`src/rtl/riscv_pkg.sv`:
```
// riscv_pkg: shared widths and writeback-select encodings for the integer pipeline.
//   XLEN       - integer datapath width
//   REG_ADDR_W - register address width (fixed at 5 for 32 architectural registers)
//   wb_sel_e   - writeback source select used by the MEM/WB stage
package riscv_pkg;

    localparam int XLEN       = 32;
    localparam int REG_ADDR_W = 5;

    typedef enum logic [1:0] {
        WB_ALU = 2'd0,
        WB_MEM = 2'd1,
        WB_PC4 = 2'd2,
        WB_IMM = 2'd3
    } wb_sel_e;

endpackage

```
`src/rtl/regfile_2r1w.sv`:
```
// regfile_2r1w: 2-read/1-write integer register file with hardwired x0 and write-first bypass.
//   clk, rst         - rising-edge clock, asynchronous active-high reset (clears every register)
//   we, waddr, wdata - write port; writes to address 0 are dropped
//   raddr1, rdata1   - combinational read port 1
//   raddr2, rdata2   - combinational read port 2
module regfile_2r1w
    import riscv_pkg::*;
#(
    parameter int W    = XLEN,
    parameter int NREG = 32
) (
    input  logic                  clk,
    input  logic                  rst,
    input  logic                  we,
    input  logic [REG_ADDR_W-1:0] waddr,
    input  logic [W-1:0]          wdata,
    input  logic [REG_ADDR_W-1:0] raddr1,
    input  logic [REG_ADDR_W-1:0] raddr2,
    output logic [W-1:0]          rdata1,
    output logic [W-1:0]          rdata2
);

    logic [W-1:0] regs [32];
    logic         wen;

    // x0 is never stored; addresses beyond NREG are treated as absent
    assign wen = we && waddr != '0 && int'(waddr) < NREG;

    always_ff @(posedge clk or posedge rst) begin
        if (rst) begin
            for (int i = 0; i < 32; i++) regs[i] <= '0;
        end else if (wen) begin
            regs[waddr] <= wdata;
        end
    end

    // Write-first: a same-cycle write to the read address is seen before the edge
    always_comb begin
        rdata1 = raddr1 == '0 || int'(raddr1) >= NREG ? '0 :
                 wen && raddr1 == waddr ? wdata : regs[raddr1];
        rdata2 = raddr2 == '0 || int'(raddr2) >= NREG ? '0 :
                 wen && raddr2 == waddr ? wdata : regs[raddr2];
    end

endmodule

```
`src/rtl/wb_regfile.sv`:
```
// wb_regfile: writeback stage - selects the writeback value, writes the register file,
// serves the decode read ports and counts retired instructions.
//   clk, rst                          - rising-edge clock, asynchronous active-high reset
//   wb_valid, wb_we, wb_rd, wb_sel    - MEM/WB control (bubble flag, write enable, dest, source)
//   wb_ALU_out, wb_DataB, wb_pc, wb_imm - writeback sources
//   rs1_addr/rs1_data, rs2_addr/rs2_data - combinational decode read ports with bypass
//   wb_data   - selected writeback value for the forwarding unit
//   wb_commit - pulse one cycle after a register write took place
//   instret   - 64-bit retired-instruction counter
module wb_regfile
    import riscv_pkg::*;
#(
    parameter int XLEN = riscv_pkg::XLEN,
    parameter int NREG = 32
) (
    input  logic                  clk,
    input  logic                  rst,
    input  logic                  wb_valid,
    input  logic                  wb_we,
    input  logic [REG_ADDR_W-1:0] wb_rd,
    input  logic [1:0]            wb_sel,
    input  logic [XLEN-1:0]       wb_ALU_out,
    input  logic [XLEN-1:0]       wb_DataB,
    input  logic [XLEN-1:0]       wb_pc,
    input  logic [XLEN-1:0]       wb_imm,
    input  logic [REG_ADDR_W-1:0] rs1_addr,
    input  logic [REG_ADDR_W-1:0] rs2_addr,
    output logic [XLEN-1:0]       rs1_data,
    output logic [XLEN-1:0]       rs2_data,
    output logic [XLEN-1:0]       wb_data,
    output logic                  wb_commit,
    output logic [63:0]           instret
);

    logic wr_en;

    always_comb begin
        wb_data = wb_sel == WB_ALU ? wb_ALU_out :
                  wb_sel == WB_MEM ? wb_DataB   :
                  wb_sel == WB_PC4 ? wb_pc + XLEN'(4) : wb_imm;
    end

    assign wr_en = wb_valid && wb_we && wb_rd != '0;

    regfile_2r1w #(.W(XLEN), .NREG(NREG)) u_rf (
        .clk    (clk),
        .rst    (rst),
        .we     (wb_valid && wb_we),
        .waddr  (wb_rd),
        .wdata  (wb_data),
        .raddr1 (rs1_addr),
        .raddr2 (rs2_addr),
        .rdata1 (rs1_data),
        .rdata2 (rs2_data)
    );

    always_ff @(posedge clk or posedge rst) begin
        if (rst) begin
            wb_commit <= 1'b0;
            instret   <= '0;
        end else begin
            wb_commit <= wr_en;
            instret   <= instret + 64'(wb_valid);
        end
    end

endmodule

```
`config.mk`:
```
export PLATFORM = sky130hd
export DESIGN_NAME = wb_regfile
export DESIGN_NICKNAME = d
export VERILOG_FILES = /design/src/rtl/riscv_pkg.sv /design/src/rtl/regfile_2r1w.sv /design/src/rtl/wb_regfile.sv
export SDC_FILE = /design/constraint.sdc
export NUM_CORES = 2
export LEC_CHECK = 0
export ABC_AREA = 0
export BUFFER_PORTS_ARGS = -buffer_cell sky130_fd_sc_hd__buf_2
export CAP_MARGIN = 25
export CORE_MARGIN = 2
export CORE_UTILIZATION = 45
export CTS_BUF_LIST = sky130_fd_sc_hd__clkbuf_4 sky130_fd_sc_hd__clkbuf_8
export CTS_CLUSTER_SIZE = 30
export DETAILED_ROUTE_END_ITERATION = 8
export REMOVE_ABC_BUFFERS = 1
export SYNTH_ARGS = -nofsm -noshare
export SYNTH_HDL_FRONTEND = slang
export SYNTH_SLANG_ARGS = --single-unit
export TNS_END_PERCENT = 100
```
`constraint.sdc`:
```
create_clock -name clk -period 54.7 [get_ports clk]
set_clock_uncertainty 0.1 [all_clocks]
set_input_delay 16.41 -clock clk [delete_from_list [all_inputs] [get_ports clk]]
set_output_delay 16.41 -clock clk [all_outputs]
set_load 0.01 [all_outputs]
```
==> impl_metrics.yaml <==
outcome:
  status: "completed"
logic_synthesis:
  synth_top_area_frac: 0.473
  synthDistinctLibCells: 62
  synth_area_um2: 57600
  ys.flop_type: "dfrtp_1"
  synth_area_leaders: "dfrtp_1 47%, mux4_2 21%, o21ai_0 7.8%"
  seq_area_frac_synth: 0.473
  yosys.area.top_type: "dfrtp_1"
  postSynthAreaPerCell_um2: 11.2
  ys_async_sr_fraction: 1.00
  synth-edff-count: 0
  syn_inst: 5129
  yosys_warnings: 0
  ys_ff_latch: 1089
power:
  vdd_drop_max_mv: 0.0209
  powerDensity_nw_per_um2: 33.7
  cellLeakagePower_nw: 28.5
routing:
  vias: 42845
  ant_nets: 0
  routed_wl_um: 187000
  drtIter0Drc: 4495
  firstDrtPassIters: 5
  drc_errors: 0
  via_per_inst: 6.12
  avgRoutedWirePerCell_um: 26.7
sta:
  setup_violations: 0
  period_share: 0.681
  rsz0062_at_grt: "false"
  whs_ns: 0.298
  drv_slew: 0
  finalHoldViolCount: 0
  fmaxAchievable_mhz: 26.8
  timing.final.crit_period_ns: 37.25
  fin_setup_tns_ns: 0
  slew_headroom: 0.255
  worst_pin_slew_ns: 1.11
clocking:
  cts_tree: "done"
  cts_made_buffers: 181
  cts_root_buf: "clkbuf_8"
  cts_hold_buf: 0
  h-tree-depth: 4
  cts-resized-gates: 0
  postCtsSetupBuffers: 0
  clockBufferDepth: 3
  clk_transition_reported_paths_ns: 0.06
  clk_latency_ns: 0.91
  cts.sinks: 1089
floorplan:
  ios: 310
  dieArea_um2: 131000
  core_um2: 127000
  die_h_um: 362
  initial_core_util: 0.453
  die_x_um: 362
  rows: 131
final_layout:
  syn_to_final_growth_pct: 11.8
  final_nets: 5349
  drive_gt1_frac: 0.261
  n_fill_cell: 11405
  stdcell_area_um2: 64400
  register_area_um2: 27300
  multi_input_area_um2: 28100
worst_setup_path:
  timing.rr.end: "instret[48]"
  r2r_setup_slack_ns: 51.98
  r2r_start: "instret[0]"
  crit_start: "rs1_addr[0]"
  cp.required_ns: 38.19
  crit_type: "in2out"
  worstPathMaxFanout: 53
  arrival_ns: 20.74
  cp-end-kind: "output port"
  start_kind: "input pin"
  r2r_cells: 9
placement:
  place_hpwl_um: 107000
  place_congestion: 0.848
  dpl-instance-area_um2: 60100
  io_buffer_count: 309
global_route:
  grt_pass1_wl_um: 281000
  grt_max_degree: 167
  antenna_found_initial: 6
  track_usage: 0.290
  grt-ovfl-total: 0
  first_global_vias: 42777
run:
  cap_violations: 0
worst_hold_path:
  min_to: "u_rf.regs[1007]"
  hp-class: "reg2reg"
  min_from: "u_rf.regs[1007]"
  hold-path-cell-count: 0
## metrics by stage
step	utilization	instances	setup slack, ns	power, mW
after floorplan	-	4593	7.53	1.24
after global placement	0.472	6658	17.33	1.37
after detailed placement	0.472	6664	17.34	1.39
after CTS	0.504	6991	17.33	2.18
after global routing	0.506	7004	17.11	2.27
final	0.506	7005	17.45	2.17
## state kept, by name (all words and copies together) (netlist names)
name / cells
u_rf.regs: 1024
wb_commit: 1
instret: 64
## worst max-delay path by stage
stage | to | slack, ns | cells after the start
3_5_place_dp | rs1_data[13] | 17.34 | 9
6_report | rs1_data[20] | 17.45 | 10
5_1_grt | rs1_data[17] | 17.11 | 10
3_3_place_gp | rs1_data[13] | 17.33 | 9
2_1_floorplan | instret[0] | 7.53 | 1
4_1_cts | rs1_data[13] | 17.33 | 9
## final cells by class
class	instances	area share
diodes	2	0.0000778
clock buffers	280	0.0550
clock inverters	47	0.00669
inverters	44	0.00268
multi-input cells	3460	0.437
flip-flops and latches	1089	0.423
well taps	1662	0.0323
repair buffers	421	0.0426
## power by group
| part | switching, mW | internal, mW |
|---|---|---|
| registers | 0.0793 | 0.913 |
| logic | 0.200 | 0.185 |
| clock network | 0.352 | 0.437 |
## critical path: stages
cell and delay (ns):
buf_8 0.46, buf_4 0.78, buf_4 0.63, buf_4 0.55, mux4_2 0.35, mux2i_1 0.07
o22ai_1 0.40, nor3_1 0.09, a211oi_1 0.62, buf_2 0.26
## cells in the mapped netlist (all sizes together), types with 13 or more instances
cell type / count
a211oi: 73
nor3: 46
nor2: 44
mux4: 548
xor2: 37
dfrtp: 1089
inv: 43
o22ai: 52
nor4: 14
clkbuf: 369
mux2: 13
nand4: 27
nand2: 1081
buf: 167
xnor2: 61
nand3: 43
a22oi: 30
mux2i: 148
a221oi: 15
nor2b: 49
and4: 14
a21oi: 53
and3: 16
o21ai: 1014
## kinds of logic after synthesis
group	count (synthesis)	synth area share
buffers and inverters	580	0.0453
AO/OA/AOI/OAI	1284	0.122
adder cells (fa/ha/maj)	3	0.000652
XOR/XNOR	98	0.0149
flip-flops	1089	0.473
multiplexers	709	0.243
AND/OR/NAND/NOR	1366	0.101
## metal layers
metal / part of all wire / global-route usage / wire length, um
met1: 0.42 / 0.402 / 78200
met2: 0.46 / 0.449 / 85900
met3: 0.091 / 0.0656 / 17000
met4: 0.033 / 0.105 / 6090
met5: 0.00021 / 0 / 39
## cell usage in the layout (no fill, tap or decap), types with 48 or more instances in the layout
cell type	synthesis	layout
o21ai_0	895	892
nor2b_1	49	48
a211oi_1	73	73
o22ai_1	52	52
clkbuf_4	0	50
mux2i_1	148	148
mux4_2	548	548
clkbuf_8	0	231
dfrtp_1	1089	1089
nand2_1	1081	1050
buf_4	41	94
buf_2	84	304
xnor2_1	61	61
o21ai_1	119	117
Power figures use the tool's default switching activity.
